`config.mk`:
```
export PLATFORM = sky130hd
export DESIGN_NAME = cache_axi_bridge_flat
export DESIGN_NICKNAME = d
export VERILOG_FILES = /design/src/rtl/axi_bridge_pkg.sv /design/src/rtl/cache_axi_bridge_if.sv /design/src/rtl/cache_axi_bridge.sv /design/src/flat_wrapper.sv
export SDC_FILE = /design/constraint.sdc
export NUM_CORES = 1
export LEC_CHECK = 0
export CAP_MARGIN = 30
export CORE_AREA = 2 2 163 165
export CTS_CLUSTER_DIAMETER = 150
export DETAILED_ROUTE_END_ITERATION = 7
export DIE_AREA = 0 0 165 167
export SETUP_SLACK_MARGIN = 0.02
export SYNTH_ARGS = -nofsm -noshare
export SYNTH_HDL_FRONTEND = slang
export SYNTH_SLANG_ARGS = --single-unit
```
`constraint.sdc`:
```
create_clock -name clk -period 11.7 [get_ports clk]
set_clock_uncertainty 0.2 [all_clocks]
set_input_delay 1.755 -clock clk [delete_from_list [all_inputs] [get_ports clk]]
set_output_delay 1.755 -clock clk [all_outputs]
set_load 0.005 [all_outputs]
```
`src/rtl/axi_bridge_pkg.sv`:
```
`default_nettype none
// ============================================================================
// Package     : axi_bridge_pkg
// Description : Shared types, AXI constants and byte-strobe helper for the
//               cache-to-AXI3 bridge.
// Revision    : 1.0 - initial release
// ============================================================================
package axi_bridge_pkg;

  // Bridge FSM states
  typedef enum logic [2:0] {
    ST_IDLE = 3'd0,
    ST_AR   = 3'd1,
    ST_R    = 3'd2,
    ST_AW_W = 3'd3,
    ST_B    = 3'd4
  } state_e;

  localparam logic [1:0] AXI_BURST_INCR = 2'b01;
  localparam logic [7:0] AXI_LEN_SINGLE = 8'd0;

  // SRAM-like transfer size codes
  localparam logic [1:0] SIZE_BYTE = 2'd0;
  localparam logic [1:0] SIZE_HALF = 2'd1;
  localparam logic [1:0] SIZE_WORD = 2'd2;

  // Byte-lane strobe for a single beat; size 3 is illegal and enables no lane
  function automatic logic [3:0] strb_gen(input logic [1:0] size, input logic [1:0] addr_lo);
    logic [3:0] strb;
    case (size)
      SIZE_BYTE: strb = 4'b0001 << addr_lo;
      SIZE_HALF: strb = 4'b0011 << {addr_lo[1], 1'b0};
      SIZE_WORD: strb = 4'b1111;
      default:   strb = 4'b0000;
    endcase
    return strb;
  endfunction

endpackage
`default_nettype wire

```
`src/rtl/cache_axi_bridge_if.sv`:
```
`default_nettype none
// ============================================================================
// Interface   : cache_axi_bridge_if
// Description : Cache-side SRAM-like ports (inst/data) plus the AXI3 master
//               channels of the bridge, with bridge/environment modports.
// Revision    : 1.0 - initial release
// ============================================================================
interface cache_axi_bridge_if;

  // Instruction-side SRAM-like port
  logic        inst_req, inst_wr;
  logic [1:0]  inst_size;
  logic [31:0] inst_addr, inst_wdata, inst_rdata;
  logic        inst_addr_ok, inst_data_ok;

  // Data-side SRAM-like port
  logic        data_req, data_wr;
  logic [1:0]  data_size;
  logic [31:0] data_addr, data_wdata, data_rdata;
  logic        data_addr_ok, data_data_ok;

  // AXI3 read address / read data
  logic [3:0]  arid;
  logic [31:0] araddr;
  logic [7:0]  arlen;
  logic [2:0]  arsize, arprot;
  logic [1:0]  arburst, arlock;
  logic [3:0]  arcache;
  logic        arvalid, arready;
  logic [3:0]  rid;
  logic [31:0] rdata;
  logic [1:0]  rresp;
  logic        rlast, rvalid, rready;

  // AXI3 write address / write data / write response
  logic [3:0]  awid;
  logic [31:0] awaddr;
  logic [7:0]  awlen;
  logic [2:0]  awsize, awprot;
  logic [1:0]  awburst, awlock;
  logic [3:0]  awcache;
  logic        awvalid, awready;
  logic [3:0]  wid;
  logic [31:0] wdata;
  logic [3:0]  wstrb;
  logic        wlast, wvalid, wready;
  logic [3:0]  bid;
  logic [1:0]  bresp;
  logic        bvalid, bready;

  // Bridge side: consumes cache requests, drives the AXI master channels
  modport master (
    input  inst_req, inst_wr, inst_size, inst_addr, inst_wdata,
    output inst_rdata, inst_addr_ok, inst_data_ok,
    input  data_req, data_wr, data_size, data_addr, data_wdata,
    output data_rdata, data_addr_ok, data_data_ok,
    output arid, araddr, arlen, arsize, arburst, arlock, arcache, arprot, arvalid,
    input  arready,
    input  rid, rdata, rresp, rlast, rvalid,
    output rready,
    output awid, awaddr, awlen, awsize, awburst, awlock, awcache, awprot, awvalid,
    input  awready,
    output wid, wdata, wstrb, wlast, wvalid,
    input  wready,
    input  bid, bresp, bvalid,
    output bready
  );

  // Environment side: the cache and the AXI memory subsystem
  modport slave (
    output inst_req, inst_wr, inst_size, inst_addr, inst_wdata,
    input  inst_rdata, inst_addr_ok, inst_data_ok,
    output data_req, data_wr, data_size, data_addr, data_wdata,
    input  data_rdata, data_addr_ok, data_data_ok,
    input  arid, araddr, arlen, arsize, arburst, arlock, arcache, arprot, arvalid,
    output arready,
    output rid, rdata, rresp, rlast, rvalid,
    input  rready,
    input  awid, awaddr, awlen, awsize, awburst, awlock, awcache, awprot, awvalid,
    output awready,
    input  wid, wdata, wstrb, wlast, wvalid,
    output wready,
    output bid, bresp, bvalid,
    input  bready
  );

endinterface
`default_nettype wire

```
`src/rtl/cache_axi_bridge.sv`:
```
`default_nettype none
// ============================================================================
// Module      : cache_axi_bridge
// Description : Arbitrates the cache inst/data SRAM-like ports onto a single
//               AXI3 master, one single-beat transaction outstanding.
// Revision    : 1.0 - initial release
// ============================================================================
module cache_axi_bridge #(
  parameter logic [3:0] INST_ID    = 4'd0,
  parameter logic [3:0] DATA_ID    = 4'd1,
  parameter bit         DATA_FIRST = 1'b1
) (
  input  logic               clk,
  input  logic               rst,
  cache_axi_bridge_if.master bus
);
  import axi_bridge_pkg::*;

  state_e      state_q;
  logic        owner_q;                 // 1: data port owns the transaction
  logic        wr_q;
  logic [1:0]  size_q;
  logic [31:0] addr_q, wdata_q;
  logic        arvalid_q, rready_q, awvalid_q, wvalid_q, bready_q;
  logic        aw_done_q, w_done_q;
  logic [31:0] inst_rdata_q, data_rdata_q;

  logic        w_idle, w_gnt_data, w_gnt_inst;
  logic        w_req_wr;
  logic [1:0]  w_req_size;
  logic [31:0] w_req_addr, w_req_wdata;
  logic        w_r_fire, w_b_fire, w_aw_fire, w_w_fire;
  logic        aw_done_d, w_done_d;
  logic [3:0]  w_axi_id;

  // Grant is only offered in IDLE and never while reset is held
  assign w_idle     = (state_q == ST_IDLE) && !rst;
  assign w_gnt_data = w_idle && bus.data_req && (DATA_FIRST || !bus.inst_req);
  assign w_gnt_inst = w_idle && bus.inst_req && !w_gnt_data;

  assign w_req_wr    = w_gnt_data ? bus.data_wr    : bus.inst_wr;
  assign w_req_size  = w_gnt_data ? bus.data_size  : bus.inst_size;
  assign w_req_addr  = w_gnt_data ? bus.data_addr  : bus.inst_addr;
  assign w_req_wdata = w_gnt_data ? bus.data_wdata : bus.inst_wdata;

  assign w_r_fire  = (state_q == ST_R) && rready_q && bus.rvalid;
  assign w_b_fire  = (state_q == ST_B) && bready_q && bus.bvalid;
  assign w_aw_fire = awvalid_q && bus.awready;
  assign w_w_fire  = wvalid_q && bus.wready;
  assign aw_done_d = aw_done_q || w_aw_fire;
  assign w_done_d  = w_done_q || w_w_fire;

  // Transaction FSM with capture registers and registered AXI handshakes
  always_ff @(posedge clk or posedge rst) begin
    if (rst) begin
      state_q      <= ST_IDLE;
      owner_q      <= 1'b0;
      wr_q         <= 1'b0;
      size_q       <= 2'd0;
      addr_q       <= 32'd0;
      wdata_q      <= 32'd0;
      arvalid_q    <= 1'b0;
      rready_q     <= 1'b0;
      awvalid_q    <= 1'b0;
      wvalid_q     <= 1'b0;
      bready_q     <= 1'b0;
      aw_done_q    <= 1'b0;
      w_done_q     <= 1'b0;
      inst_rdata_q <= 32'd0;
      data_rdata_q <= 32'd0;
    end else begin
      case (state_q)
        ST_IDLE: begin
          if (w_gnt_data || w_gnt_inst) begin
            owner_q <= w_gnt_data;
            wr_q    <= w_req_wr;
            size_q  <= w_req_size;
            addr_q  <= w_req_addr;
            wdata_q <= w_req_wdata;
            if (w_req_wr) begin
              state_q   <= ST_AW_W;
              awvalid_q <= 1'b1;
              wvalid_q  <= 1'b1;
            end else begin
              state_q   <= ST_AR;
              arvalid_q <= 1'b1;
            end
          end
        end
        ST_AR: begin
          if (bus.arready) begin
            arvalid_q <= 1'b0;
            rready_q  <= 1'b1;
            state_q   <= ST_R;
          end
        end
        ST_R: begin
          if (bus.rvalid) begin
            rready_q <= 1'b0;
            state_q  <= ST_IDLE;
            if (owner_q) data_rdata_q <= bus.rdata;
            else         inst_rdata_q <= bus.rdata;
          end
        end
        ST_AW_W: begin
          // AW and W complete independently; move on once both have
          if (aw_done_d && w_done_d) begin
            awvalid_q <= 1'b0;
            wvalid_q  <= 1'b0;
            aw_done_q <= 1'b0;
            w_done_q  <= 1'b0;
            bready_q  <= 1'b1;
            state_q   <= ST_B;
          end else begin
            if (w_aw_fire) awvalid_q <= 1'b0;
            if (w_w_fire)  wvalid_q  <= 1'b0;
            aw_done_q <= aw_done_d;
            w_done_q  <= w_done_d;
          end
        end
        ST_B: begin
          if (bus.bvalid) begin
            bready_q <= 1'b0;
            state_q  <= ST_IDLE;
          end
        end
        default: state_q <= ST_IDLE;
      endcase
    end
  end

  assign w_axi_id = owner_q ? DATA_ID : INST_ID;

  // Cache-side responses
  assign bus.inst_addr_ok = w_gnt_inst;
  assign bus.data_addr_ok = w_gnt_data;
  assign bus.inst_data_ok = (w_r_fire || w_b_fire) && !owner_q;
  assign bus.data_data_ok = (w_r_fire || w_b_fire) && owner_q;
  assign bus.inst_rdata   = (w_r_fire && !owner_q) ? bus.rdata : inst_rdata_q;
  assign bus.data_rdata   = (w_r_fire && owner_q)  ? bus.rdata : data_rdata_q;

  // Read channels
  assign bus.arid    = w_axi_id;
  assign bus.araddr  = addr_q;
  assign bus.arlen   = AXI_LEN_SINGLE;
  assign bus.arsize  = {1'b0, size_q};
  assign bus.arburst = AXI_BURST_INCR;
  assign bus.arlock  = 2'b00;
  assign bus.arcache = 4'b0000;
  assign bus.arprot  = 3'b000;
  assign bus.arvalid = arvalid_q;
  assign bus.rready  = rready_q;

  // Write channels
  assign bus.awid    = w_axi_id;
  assign bus.awaddr  = addr_q;
  assign bus.awlen   = AXI_LEN_SINGLE;
  assign bus.awsize  = {1'b0, size_q};
  assign bus.awburst = AXI_BURST_INCR;
  assign bus.awlock  = 2'b00;
  assign bus.awcache = 4'b0000;
  assign bus.awprot  = 3'b000;
  assign bus.awvalid = awvalid_q;
  assign bus.wid     = w_axi_id;
  assign bus.wdata   = wdata_q;
  assign bus.wstrb   = strb_gen(size_q, addr_q[1:0]);
  assign bus.wlast   = 1'b1;
  assign bus.wvalid  = wvalid_q;
  assign bus.bready  = bready_q;

  // Response IDs/status are not needed with a single outstanding transaction
  logic unused_ok;
  assign unused_ok = ^{bus.rid, bus.rresp, bus.rlast, bus.bid, bus.bresp, wr_q};

endmodule
`default_nettype wire

```
`src/flat_wrapper.sv`:
```
// flat-port wrapper written by rule: the top's interface ports become plain ports
module cache_axi_bridge_flat import axi_bridge_pkg::*;
#(
  parameter logic [3:0] INST_ID    = 4'd0,
  parameter logic [3:0] DATA_ID    = 4'd1,
  parameter bit         DATA_FIRST = 1'b1
)
  (clk, rst, bus_inst_req, bus_inst_wr, bus_inst_size, bus_inst_addr, bus_inst_wdata, bus_inst_rdata, bus_inst_addr_ok, bus_inst_data_ok, bus_data_req, bus_data_wr, bus_data_size, bus_data_addr, bus_data_wdata, bus_data_rdata, bus_data_addr_ok, bus_data_data_ok, bus_arid, bus_araddr, bus_arlen, bus_arsize, bus_arburst, bus_arlock, bus_arcache, bus_arprot, bus_arvalid, bus_arready, bus_rid, bus_rdata, bus_rresp, bus_rlast, bus_rvalid, bus_rready, bus_awid, bus_awaddr, bus_awlen, bus_awsize, bus_awburst, bus_awlock, bus_awcache, bus_awprot, bus_awvalid, bus_awready, bus_wid, bus_wdata, bus_wstrb, bus_wlast, bus_wvalid, bus_wready, bus_bid, bus_bresp, bus_bvalid, bus_bready);
  cache_axi_bridge_if bus_i ();
  input  logic clk;
  input  logic rst;
  input wire logic [$bits(bus_i.inst_req)-1:0] bus_inst_req;
  input wire logic [$bits(bus_i.inst_wr)-1:0] bus_inst_wr;
  input wire logic [$bits(bus_i.inst_size)-1:0] bus_inst_size;
  input wire logic [$bits(bus_i.inst_addr)-1:0] bus_inst_addr;
  input wire logic [$bits(bus_i.inst_wdata)-1:0] bus_inst_wdata;
  output wire logic [$bits(bus_i.inst_rdata)-1:0] bus_inst_rdata;
  output wire logic [$bits(bus_i.inst_addr_ok)-1:0] bus_inst_addr_ok;
  output wire logic [$bits(bus_i.inst_data_ok)-1:0] bus_inst_data_ok;
  input wire logic [$bits(bus_i.data_req)-1:0] bus_data_req;
  input wire logic [$bits(bus_i.data_wr)-1:0] bus_data_wr;
  input wire logic [$bits(bus_i.data_size)-1:0] bus_data_size;
  input wire logic [$bits(bus_i.data_addr)-1:0] bus_data_addr;
  input wire logic [$bits(bus_i.data_wdata)-1:0] bus_data_wdata;
  output wire logic [$bits(bus_i.data_rdata)-1:0] bus_data_rdata;
  output wire logic [$bits(bus_i.data_addr_ok)-1:0] bus_data_addr_ok;
  output wire logic [$bits(bus_i.data_data_ok)-1:0] bus_data_data_ok;
  output wire logic [$bits(bus_i.arid)-1:0] bus_arid;
  output wire logic [$bits(bus_i.araddr)-1:0] bus_araddr;
  output wire logic [$bits(bus_i.arlen)-1:0] bus_arlen;
  output wire logic [$bits(bus_i.arsize)-1:0] bus_arsize;
  output wire logic [$bits(bus_i.arburst)-1:0] bus_arburst;
  output wire logic [$bits(bus_i.arlock)-1:0] bus_arlock;
  output wire logic [$bits(bus_i.arcache)-1:0] bus_arcache;
  output wire logic [$bits(bus_i.arprot)-1:0] bus_arprot;
  output wire logic [$bits(bus_i.arvalid)-1:0] bus_arvalid;
  input wire logic [$bits(bus_i.arready)-1:0] bus_arready;
  input wire logic [$bits(bus_i.rid)-1:0] bus_rid;
  input wire logic [$bits(bus_i.rdata)-1:0] bus_rdata;
  input wire logic [$bits(bus_i.rresp)-1:0] bus_rresp;
  input wire logic [$bits(bus_i.rlast)-1:0] bus_rlast;
  input wire logic [$bits(bus_i.rvalid)-1:0] bus_rvalid;
  output wire logic [$bits(bus_i.rready)-1:0] bus_rready;
  output wire logic [$bits(bus_i.awid)-1:0] bus_awid;
  output wire logic [$bits(bus_i.awaddr)-1:0] bus_awaddr;
  output wire logic [$bits(bus_i.awlen)-1:0] bus_awlen;
  output wire logic [$bits(bus_i.awsize)-1:0] bus_awsize;
  output wire logic [$bits(bus_i.awburst)-1:0] bus_awburst;
  output wire logic [$bits(bus_i.awlock)-1:0] bus_awlock;
  output wire logic [$bits(bus_i.awcache)-1:0] bus_awcache;
  output wire logic [$bits(bus_i.awprot)-1:0] bus_awprot;
  output wire logic [$bits(bus_i.awvalid)-1:0] bus_awvalid;
  input wire logic [$bits(bus_i.awready)-1:0] bus_awready;
  output wire logic [$bits(bus_i.wid)-1:0] bus_wid;
  output wire logic [$bits(bus_i.wdata)-1:0] bus_wdata;
  output wire logic [$bits(bus_i.wstrb)-1:0] bus_wstrb;
  output wire logic [$bits(bus_i.wlast)-1:0] bus_wlast;
  output wire logic [$bits(bus_i.wvalid)-1:0] bus_wvalid;
  input wire logic [$bits(bus_i.wready)-1:0] bus_wready;
  input wire logic [$bits(bus_i.bid)-1:0] bus_bid;
  input wire logic [$bits(bus_i.bresp)-1:0] bus_bresp;
  input wire logic [$bits(bus_i.bvalid)-1:0] bus_bvalid;
  output wire logic [$bits(bus_i.bready)-1:0] bus_bready;
  assign bus_i.inst_req = bus_inst_req;
  assign bus_i.inst_wr = bus_inst_wr;
  assign bus_i.inst_size = bus_inst_size;
  assign bus_i.inst_addr = bus_inst_addr;
  assign bus_i.inst_wdata = bus_inst_wdata;
  assign bus_inst_rdata = bus_i.inst_rdata;
  assign bus_inst_addr_ok = bus_i.inst_addr_ok;
  assign bus_inst_data_ok = bus_i.inst_data_ok;
  assign bus_i.data_req = bus_data_req;
  assign bus_i.data_wr = bus_data_wr;
  assign bus_i.data_size = bus_data_size;
  assign bus_i.data_addr = bus_data_addr;
  assign bus_i.data_wdata = bus_data_wdata;
  assign bus_data_rdata = bus_i.data_rdata;
  assign bus_data_addr_ok = bus_i.data_addr_ok;
  assign bus_data_data_ok = bus_i.data_data_ok;
  assign bus_arid = bus_i.arid;
  assign bus_araddr = bus_i.araddr;
  assign bus_arlen = bus_i.arlen;
  assign bus_arsize = bus_i.arsize;
  assign bus_arburst = bus_i.arburst;
  assign bus_arlock = bus_i.arlock;
  assign bus_arcache = bus_i.arcache;
  assign bus_arprot = bus_i.arprot;
  assign bus_arvalid = bus_i.arvalid;
  assign bus_i.arready = bus_arready;
  assign bus_i.rid = bus_rid;
  assign bus_i.rdata = bus_rdata;
  assign bus_i.rresp = bus_rresp;
  assign bus_i.rlast = bus_rlast;
  assign bus_i.rvalid = bus_rvalid;
  assign bus_rready = bus_i.rready;
  assign bus_awid = bus_i.awid;
  assign bus_awaddr = bus_i.awaddr;
  assign bus_awlen = bus_i.awlen;
  assign bus_awsize = bus_i.awsize;
  assign bus_awburst = bus_i.awburst;
  assign bus_awlock = bus_i.awlock;
  assign bus_awcache = bus_i.awcache;
  assign bus_awprot = bus_i.awprot;
  assign bus_awvalid = bus_i.awvalid;
  assign bus_i.awready = bus_awready;
  assign bus_wid = bus_i.wid;
  assign bus_wdata = bus_i.wdata;
  assign bus_wstrb = bus_i.wstrb;
  assign bus_wlast = bus_i.wlast;
  assign bus_wvalid = bus_i.wvalid;
  assign bus_i.wready = bus_wready;
  assign bus_i.bid = bus_bid;
  assign bus_i.bresp = bus_bresp;
  assign bus_i.bvalid = bus_bvalid;
  assign bus_bready = bus_i.bready;
  cache_axi_bridge #(.INST_ID(INST_ID), .DATA_ID(DATA_ID), .DATA_FIRST(DATA_FIRST)) u_core (.clk(clk), .rst(rst), .bus(bus_i));
endmodule
```
==> impl_metrics.tcl <==
set metrics [dict create \
    synth_seq_area_share_pct 47.3 \
    first_global_vias 6302 \
    max-vdd-ir-drop_uv 99.8 \
    timing.slew.headroom_pct 41.5 \
    clock_sinks 141 \
    async_flop_share_pct 100 \
    nFillCells 2507 \
    ios 418 \
    hold_violations 0 \
    syn_inst 748 \
    grt_setup_unrepaired "no" \
    dr.pass1.iters 4 \
    cts_tree "done" \
    die_w_um 165 \
    critPathArrivalTime_ns 4.27 \
    start_util_pct 28.9 \
    synth_top_flop_cell "dfrtp_1" \
    hold_class "register to register" \
    die_h_um 167 \
    drive_above_1_share_pct 16.7 \
    fin_util_pct 44.5 \
    maxSlewViolCount 0 \
    cts_max_level 4 \
    clk_latency_ns 0.41 \
    routabilityCongestion 0.764 \
    cts_resized 0 \
    cp_cell_sequence "clkdlybuf4s50_1 -> and4bb_1 -> nor2b_4 -> nand2_2 -> mux2_1 -> clkdlybuf4s50_1" \
    grt_pass1_wl_um 36100 \
    insertedDiodeCount 0 \
    powerDensity_nw_per_um2 250 \
    cts-buffers-inserted 17 \
    nets 1231 \
    cp-start-kind "primary input" \
    tightest_slew_ns 0.878 \
    run_status "completed" \
    setup_viol 0 \
    syn2layout_area_growth_pct 53.7 \
    tns_ns 0 \
    fin_crit_ns 6.23 \
    grt_max_degree 75 \
    fmax_mhz 161 \
    clock_path_buffers 2 \
    synth.distinct_cells 34 \
    crit_top_cell "clkdlybuf4s50_1" \
    drt-wirelength-per-cell_um 17.2 \
    ant_nets 0 \
    crit_slowest_cell "mux2_1" \
    core_area_um2 25800 \
    dp_hpwl_um 17300 \
    stdcell_area_um2 11500 \
    cts_setup_buffers 0 \
    clk_root_buffer_cell "clkbuf_16" \
    clk_pin_slew_ns 0.06 \
    post_dp_cell_area_um2 10800 \
    drt-vias-per-instance 4.46 \
    drc 0 \
    io_buffers 354 \
    period_share_pct 53.2 \
    yosys_warnings 0 \
    rows 59 \
    dieArea_um2 27600 \
    cts_hold_buffers 0 \
    synth_area_um2 7450 \
    power_leakage_nw 4.75 \
    cpPeakStageDelay_ns 0.52 \
    overflow 0 \
    synth.avg_cell_area_um2 9.96 \
    track_usage_pct 17.2 \
    setup.worst_path.class "primary input to primary output" \
    synth_edf_count 0 \
    drt_iter0_drc 260 \
    antenna_found_initial 0 \
    ys_seq_elements 141 \
    cp_data_required_time_ns 9.75 \
    totalWireLength_um 23900 \
    critical_path_peak_fanout 32 \
    endpoint_kind "primary output" \
    max-cap-violations 0 \
    vias 6198 \
]
-- state kept, by name, summed over array words and instances, names as in the netlist, 2 cells and up --
signal               cells
u_core.state_q           3
u_core.bus.araddr       32
u_core.inst_rdata_q     32
u_core.size_q            2
u_core.bus.wdata        32
u_core.data_rdata_q     32
-- routing by layer --
layer / track usage [%] / vias up / part of all wire (%)
met1: 19.8 / 2942 / 40
met5: 0 / - / 0
li1: - / 2997 / -
met2: 31.0 / 245 / 51
met3: 5.03 / 14 / 7.8
met4: 4.39 / 0 / 1.1
-- stage by stage --
step	instances	hold WS (ns)	total power, mW	setup slack, ns
2_1_floorplan	796	0.250	1.55	5.96
3_3_place_gp	1357	0.264	2.29	4.53
3_5_place_dp	1359	0.270	2.31	5.40
4_1_cts	1391	0.284	2.92	5.40
5_1_grt	1391	0.289	3.07	5.32
6_report	1391	0.281	2.87	5.47
-- cells in the final DEF, fill, tap and decap left out, drive strengths merged --
master | synthesis | final
a21o | 1 | 1
a21oi | 11 | 11
a311oi | 1 | 1
a31o | 1 | 1
a31oi | 68 | 68
and2 | 2 | 2
and4bb | 1 | 1
buf | 117 | 8
bufinv | 0 | 3
clkbuf | 17 | 19
clkdlybuf4s50 | 0 | 354
clkinv | 0 | 3
clkinvlp | 0 | 2
conb | 2 | 50
dfrtp | 141 | 141
inv | 5 | 10
mux2 | 129 | 129
mux2i | 1 | 1
nand2 | 146 | 146
nand2b | 2 | 2
nand3 | 2 | 2
nand3b | 1 | 1
nand4b | 1 | 1
nor2 | 78 | 78
nor2b | 6 | 6
nor3 | 1 | 1
nor3b | 2 | 2
nor4 | 1 | 1
o21ai | 4 | 4
o22a | 2 | 2
o31ai | 3 | 3
o41ai | 1 | 1
or4 | 1 | 1
-- cell families after synthesis --
group	count (synthesis)	share of synthesized area [%]
compound gates	92	7.71
buf+inv	139	12.0
flops	141	47.3
mux	130	19.6
other cells	2	0.101
simple gates	244	13.2
-- cells in the mapped netlist, drive strengths merged, types with 2 or more instances --
master | number | area share [%]
nor2b | 6 | 0.50
and2 | 2 | 0.17
nand2b | 2 | 0.17
nand2 | 146 | 7.4
nor2 | 78 | 4.0
inv | 5 | 0.25
buf | 117 | 11
clkbuf | 17 | 0.86
a21oi | 11 | 0.74
nand3 | 2 | 0.13
nor3b | 2 | 0.20
mux2 | 129 | 19
dfrtp | 141 | 47
a31oi | 68 | 5.7
conb | 2 | 0.10
o22a | 2 | 0.24
o21ai | 4 | 0.27
o31ai | 3 | 0.30
-- final cells by class --
cell class / count / area, um2 / area share, %
clock buffers: 19 / 453 / 3.95
clock inverters: 13 / 178 / 1.55
inverters: 5 / 23.8 / 0.208
multi-input cells: 516 / 3230 / 28.2
flip-flops and latches: 141 / 3530 / 30.8
well taps: 335 / 419 / 3.66
repair buffers: 362 / 3630 / 31.7
-- final timing paths --
kind | slack, ns | cells past startpoint | endpoint | from
max | 5.47 | 6 | bus_inst_rdata[8] | bus_rvalid
min | 0.28 | 1 | u_core.aw_done_q$_DFFE_PP0P_ | u_core.aw_done_q$_DFFE_PP0P_
max reg2reg | 8.22 | 6 | u_core.bus.wdata[23]$_DFFE_PP0P_ | u_core.state_q[1]$_DFFE_PP0P_
min reg2reg | 0.28 | 1 | u_core.aw_done_q$_DFFE_PP0P_ | u_core.aw_done_q$_DFFE_PP0P_
max in group asynchronous | 8.19 | 3 | u_core.data_rdata_q[13]$_DFFE_PP0P_ | rst
min in group asynchronous | 1.75 | 2 | u_core.bus.arvalid$_DFFE_PP0P_ | rst
-- worst max-delay path: cells and delay by family --
family | cells | cell delay, ns
simple gates | 3 | 1.03
buf+inv | 2 | 0.94
mux | 1 | 0.52
-- power breakdown --
part	internal [mW]	switching (mW)	total, mW
combinational	0.897	0.481	1.38
clock	0.353	0.232	0.585
sequential	0.731	0.175	0.905
total	1.98	0.888	2.87
(Power assumes the default switching activity.)
